### src/rtl/uart_rx_16x.sv
// ---------------------------------------------------------------------------
// uart_rx_16x
//
// UART receiver driven by a 16x-baud oversample strobe. The asynchronous
// serial line is synchronised through two flops. A falling edge is then
// qualified as a start bit by a mid-bit check. Each data bit is sampled
// 16 ticks after the previous sample, which is near mid-bit. The stop bit
// decides between delivering the byte and flagging a framing error.
//
// Frame format: one start bit (low), DATA_BITS data bits sent LSB first,
// no parity, and one stop bit (high).
//
// Ports
//   i_clk        system clock
//   i_rst        synchronous, active-high reset
//   i_os_tick    16x-baud strobe, one i_clk cycle wide
//   i_rx         asynchronous serial input, idle high
//   o_rx_data    last correctly framed word
//   o_rx_valid   one-cycle pulse; o_rx_data has just been updated
//   o_frame_err  one-cycle pulse; the stop bit was sampled low
//   o_busy       high whenever the receiver is not idle
// ---------------------------------------------------------------------------
module uart_rx_16x #(
    parameter int DATA_BITS = 8
) (
    input  logic                 i_clk,
    input  logic                 i_rst,
    input  logic                 i_os_tick,
    input  logic                 i_rx,
    output logic [DATA_BITS-1:0] o_rx_data,
    output logic                 o_rx_valid,
    output logic                 o_frame_err,
    output logic                 o_busy
);

    typedef enum logic [2:0] {
        S_IDLE  = 3'd0,
        S_START = 3'd1,
        S_DATA  = 3'd2,
        S_STOP  = 3'd3,
        S_BREAK = 3'd4
    } state_t;

    localparam logic [2:0] LAST_BIT  = 3'(DATA_BITS - 1);
    localparam logic [3:0] MID_START = 4'd7;
    localparam logic [3:0] LAST_TICK = 4'd15;

    // Two-flop synchroniser. Both flops reset to the idle level, so that
    // reset cannot manufacture a start edge.
    logic r_rx_p0;
    logic r_rx_p1;
    logic w_rx_s;

    always_ff @(posedge i_clk) begin
        if (i_rst) begin
            r_rx_p0 <= 1'b1;
            r_rx_p1 <= 1'b1;
        end else begin
            r_rx_p0 <= i_rx;
            r_rx_p1 <= r_rx_p0;
        end
    end

    assign w_rx_s = r_rx_p1;

    // Frame state and counters.
    state_t               r_state;
    state_t               w_state_nxt;
    logic [3:0]           r_tick_cnt;
    logic [3:0]           w_tick_nxt;
    logic [2:0]           r_bit_cnt;
    logic [2:0]           w_bit_nxt;
    logic [DATA_BITS-1:0] r_shift;
    logic                 w_shift_en;
    logic                 w_load;
    logic                 w_ferr;

    logic [DATA_BITS-1:0] r_rx_data;
    logic                 r_rx_valid;
    logic                 r_frame_err;
    logic                 r_busy;

    always_ff @(posedge i_clk) begin
        if (i_rst) begin
            r_state <= S_IDLE;
        end else begin
            r_state <= w_state_nxt;
        end
    end

    // Next-state and datapath control. Nothing advances except on a tick
    // cycle. Outside tick cycles every default below simply holds the
    // current value.
    always_comb begin
        w_state_nxt = r_state;
        w_tick_nxt  = r_tick_cnt;
        w_bit_nxt   = r_bit_cnt;
        w_shift_en  = 1'b0;
        w_load      = 1'b0;
        w_ferr      = 1'b0;

        if (i_os_tick) begin
            unique case (r_state)
                S_IDLE: begin
                    if (!w_rx_s) begin
                        w_state_nxt = S_START;
                        w_tick_nxt  = 4'd0;
                    end
                end

                S_START: begin
                    if (r_tick_cnt == MID_START) begin
                        if (!w_rx_s) begin
                            w_state_nxt = S_DATA;
                            w_tick_nxt  = 4'd0;
                            w_bit_nxt   = 3'd0;
                        end else begin
                            // The line came back high before mid-bit. Treat
                            // it as a glitch and report nothing.
                            w_state_nxt = S_IDLE;
                        end
                    end else begin
                        w_tick_nxt = r_tick_cnt + 4'd1;
                    end
                end

                S_DATA: begin
                    // The counter wraps 15->0 by itself, so the next sample
                    // point is exactly 16 ticks later.
                    w_tick_nxt = r_tick_cnt + 4'd1;
                    if (r_tick_cnt == LAST_TICK) begin
                        w_shift_en = 1'b1;
                        if (r_bit_cnt == LAST_BIT) begin
                            w_state_nxt = S_STOP;
                            w_tick_nxt  = 4'd0;
                        end else begin
                            w_bit_nxt = r_bit_cnt + 3'd1;
                        end
                    end
                end

                S_STOP: begin
                    w_tick_nxt = r_tick_cnt + 4'd1;
                    if (r_tick_cnt == LAST_TICK) begin
                        if (w_rx_s) begin
                            // Return to idle at mid-stop. A start bit that
                            // follows the stop bit directly is then caught.
                            w_load      = 1'b1;
                            w_state_nxt = S_IDLE;
                        end else begin
                            w_ferr      = 1'b1;
                            w_state_nxt = S_BREAK;
                        end
                    end
                end

                S_BREAK: begin
                    // Wait for the line to go high again. A held-low line
                    // therefore yields a single error and no false start.
                    if (w_rx_s) begin
                        w_state_nxt = S_IDLE;
                    end
                end

                default: begin
                    w_state_nxt = S_IDLE;
                end
            endcase
        end
    end

    always_ff @(posedge i_clk) begin
        if (i_rst) begin
            r_tick_cnt  <= 4'd0;
            r_bit_cnt   <= 3'd0;
            r_shift     <= '0;
            r_rx_data   <= '0;
            r_rx_valid  <= 1'b0;
            r_frame_err <= 1'b0;
            r_busy      <= 1'b0;
        end else begin
            r_tick_cnt <= w_tick_nxt;
            r_bit_cnt  <= w_bit_nxt;

            // Bits enter at the MSB end. After DATA_BITS shifts, the first
            // bit received (the LSB) has reached bit 0.
            if (w_shift_en) begin
                r_shift <= {w_rx_s, r_shift[DATA_BITS-1:1]};
            end

            if (w_load) begin
                r_rx_data <= r_shift;
            end

            // Ticks are never back to back, so each of these pulses lasts
            // exactly one clock. w_load and w_ferr are exclusive.
            r_rx_valid  <= w_load;
            r_frame_err <= w_ferr;
            r_busy      <= (w_state_nxt != S_IDLE);
        end
    end

    assign o_rx_data   = r_rx_data;
    assign o_rx_valid  = r_rx_valid;
    assign o_frame_err = r_frame_err;
    assign o_busy      = r_busy;

endmodule

### config.mk
export PLATFORM = sky130hd
export DESIGN_NAME = uart_rx_16x
export DESIGN_NICKNAME = d
export VERILOG_FILES = /design/src/rtl/uart_rx_16x.sv
export SDC_FILE = /design/constraint.sdc
export NUM_CORES = 1
export LEC_CHECK = 0
export CORE_MARGIN = 5
export CORE_UTILIZATION = 58
export CTS_CLUSTER_DIAMETER = 150
export DETAILED_ROUTE_END_ITERATION = 10
export GPL_ROUTABILITY_DRIVEN = 1
export GPL_TIMING_DRIVEN = 0
export MAX_ROUTING_LAYER = met4
export PLACE_DENSITY = 0.79
export SLEW_MARGIN = 20
export SYNTH_ARGS = -nofsm -noshare
export SYNTH_HDL_FRONTEND = slang
export SYNTH_SLANG_ARGS = --single-unit
export TNS_END_PERCENT = 50
### constraint.sdc
create_clock -name i_clk -period 4 [get_ports i_clk]
set_input_delay 0.8 -clock i_clk [delete_from_list [all_inputs] [get_ports i_clk]]
set_output_delay 0.8 -clock i_clk [all_outputs]
set_load 0.005 [all_outputs]
==> flow_summary.yaml <==
die:
  num_io_pins: 15
  die_y_um: 58.8
  core_area_um2: 2230
  start_util_pct: 61.8
  dieArea_um2: 3460
  row_count: 17
  die_x_um: 58.8
run:
  maxCapViolations: 0
route:
  drcViolationCount: 0
  vias_per_cell: 5.95
  num_vias: 1142
  wire_per_inst_um: 14.7
  drtIter0Drc: 56
  totalWireLength_mm: 2.83
  antenna_left: 0
  first_pass_iters: 4
power_and_ir_drop:
  leakage_uw: 0.000567
  power.density_nw_per_um2: 360
  peakVddDrop_v: 0.000434
global_route:
  grtUsageTotal_pct: 18.7
  grt_max_degree: 11
  antenna_found_initial: 0
  overflow: 0
  grt_pass1_vias: 1088
  grt_pass1_wl_mm: 4.78
setup_path:
  cp_slowest_stage_delay_ns: 0.54
  cp_slowest_cell: "clkdlybuf4s50_1"
  worst_setup_path_start_kind: "primary input"
  path_cells: "clkdlybuf4s50_1, nand2b_1, buf_6, nor4b_1, buf_4, mux2i_1, nor2_1"
  cp-end-kind: "register"
  reg2regPathDepth: 5
  crit_cells: 7
  cp.required_ns: 4.22
  critPathKind: "in2reg"
  cpLargestDelayFamily: "buffers and inverters"
  crit_arrival_ns: 2.41
  path_buf_inv: 3
  crit_fanout: 9
finish:
  layout_common_cells: "31 x dfxtp_1, 21 x nor2_1, 16 x mux2i_1"
  layout_commonest_cell: "dfxtp_1"
  fin_nets: 170
  area_growth_pct: 18.9
  antenna_cells: 0
  fin_util_pct: 73.6
  layout-drive-gt1-share_pct: 13.4
synthesis:
  yosys_warnings: 0
  yosys.area.top_type_share_pct: 44.9
  async_flop_share_pct: 0
  netlist-cell-type-count: 41
  synth_top_flop_cell: "dfxtp_1"
  syn-instance-count: 142
  ys_top_cells_by_area: "dfxtp_1 45%, mux2i_1 12%, nor2_1 5.7%, a21oi_1 2.9%, ha_1 2.7%"
  ys_seq_area_share_pct: 44.9
  synth_fp_nets: 149
  synth.largest_area_cell: "dfxtp_1"
  syn_area_um2: 1380
  syn_area_per_cell_um2: 9.73
  synth-edff-count: 0
  synth_seq_cells: 31
sta:
  setup_slack_ns: 1.81
  finClkSkew_ns: 0.00923
  finalSetupViolations: 0
  rsz0062_at_grt: "no"
  period_share_pct: 54.7
  worst_pin_slew_ns: 0.502
  fin_crit_ns: 2.19
  slew-limit-headroom_pct: 66.5
  fin_tns_setup_ns: 0
  drv_slew: 0
  final_hold_viol_count: 0
  fmax_mhz: 457
worst_hold_path:
  hp-class: "reg2reg"
  hold_depth: 1
placed_design:
  gp_congestion: 0.802
  io_buffers: 14
  dp_hpwl_mm: 1.93
  dp_slack_ns: 1.48
clocking:
  numCtsBuffers: 5
  clkTransAtPathRegs_ns: 0.10
  clk_latency_ns: 0.34
  cts_setup_buffers: 0
  h-tree-depth: 2
  cts_resized: 0
  postCtsHoldBufs: 0
  cts_buffer_depth: 2
  cts_root_buffer: "clkbuf_4"
  tritoncts: "done"
  cts.sinks: 31
status:
  outcome: "finished, final reports clean"
-- metrics by stage --
step	power (uW)	area [um^2]	hold WS [ns]	instances
floorplan	333	1380	0.389	142
global placement	342	1560	0.391	184
detailed placement	342	1560	0.411	184
CTS	597	1640	0.439	192
global route	617	1640	0.459	192
finish	592	1640	0.439	192
-- cell usage after synthesis (3+ instances only) --
| cell type | count |
|---|---|
| nor2_1 | 21 |
| a21oi_1 | 8 |
| nand2b_1 | 3 |
| dfxtp_1 | 31 |
| nor3b_1 | 4 |
| nand3_1 | 3 |
| mux2i_1 | 16 |
| clkbuf_1 | 4 |
| or3_1 | 5 |
| ha_1 | 3 |
| nand2_1 | 4 |
| o21ai_0 | 5 |
-- worst register-to-register path: stages, from the launching register on --
cell and delay, ns:
dfxtp_1 0.40, ha_1 0.33, nand3_2 0.21, nor3_4 0.49
mux2i_1 0.30, nor2_1 0.05
-- flip-flops by register name (all words and copies together) (netlist names) --
signal       flops
o_busy           1
r_rx_p0          1
o_rx_data        8
o_frame_err      1
r_rx_p1          1
r_state          3
r_bit_cnt        3
r_tick_cnt       4
o_rx_valid       1
r_shift          8
-- final cells by class --
type | count | area (um^2)
clock buffer | 6 | 51.3
multi-input combinational | 102 | 709
tap | 28 | 35.0
timing repair buffer | 14 | 140
fill | 175 | 591
sequential | 31 | 621
buffer | 9 | 51.3
clock inverter | 2 | 35.0
-- final timing paths --
kind,start,to,slack [ns]
worst max-delay path,i_os_tick,r_shift[0]$_SDFFE_PP0P_,1.81
worst min register to register,r_rx_p0$_SDFF_PP1_,r_rx_p1$_SDFF_PP1_,0.44
worst max register to register,r_tick_cnt[0]$_SDFFE_PP0P_,o_rx_data[6]$_SDFFE_PP0P_,2.09
worst min-delay path,r_rx_p0$_SDFF_PP1_,r_rx_p1$_SDFF_PP1_,0.44
-- cells by family (layout without fill, tap and decap cells) --
kind of cell / Yosys count / in the layout / synth area share (%)
AO/OA/AOI/OAI: 24 / 24 / 11.9
XOR/XNOR: 1 / 1 / 0.634
adder cells (fa/ha/maj): 3 / 3 / 2.72
buffers and inverters: 9 / 31 / 3.71
flip-flops: 31 / 31 / 44.9
multiplexers: 16 / 16 / 11.6
AND/OR/NAND/NOR: 58 / 58 / 24.5
-- report_power, final --
group	internal, uW	switching, uW	total (uW)
Sequential	310	1.08	311
Combinational	9.52	14.3	23.8
Clock	148	110	257
-- per-layer routing --
| layer | vias to the layer above | wire (um) | track usage [%] |
|---|---|---|---|
| li1 | 560 | - | - |
| met4 | 0 | 40 | 7.77 |
| met3 | 6 | 160 | 7.24 |
| met2 | 31 | 1410 | 28.4 |
| met5 | - | 0 | - |
| met1 | 545 | 1220 | 22.0 |
Power figures use the tool's default switching activity.
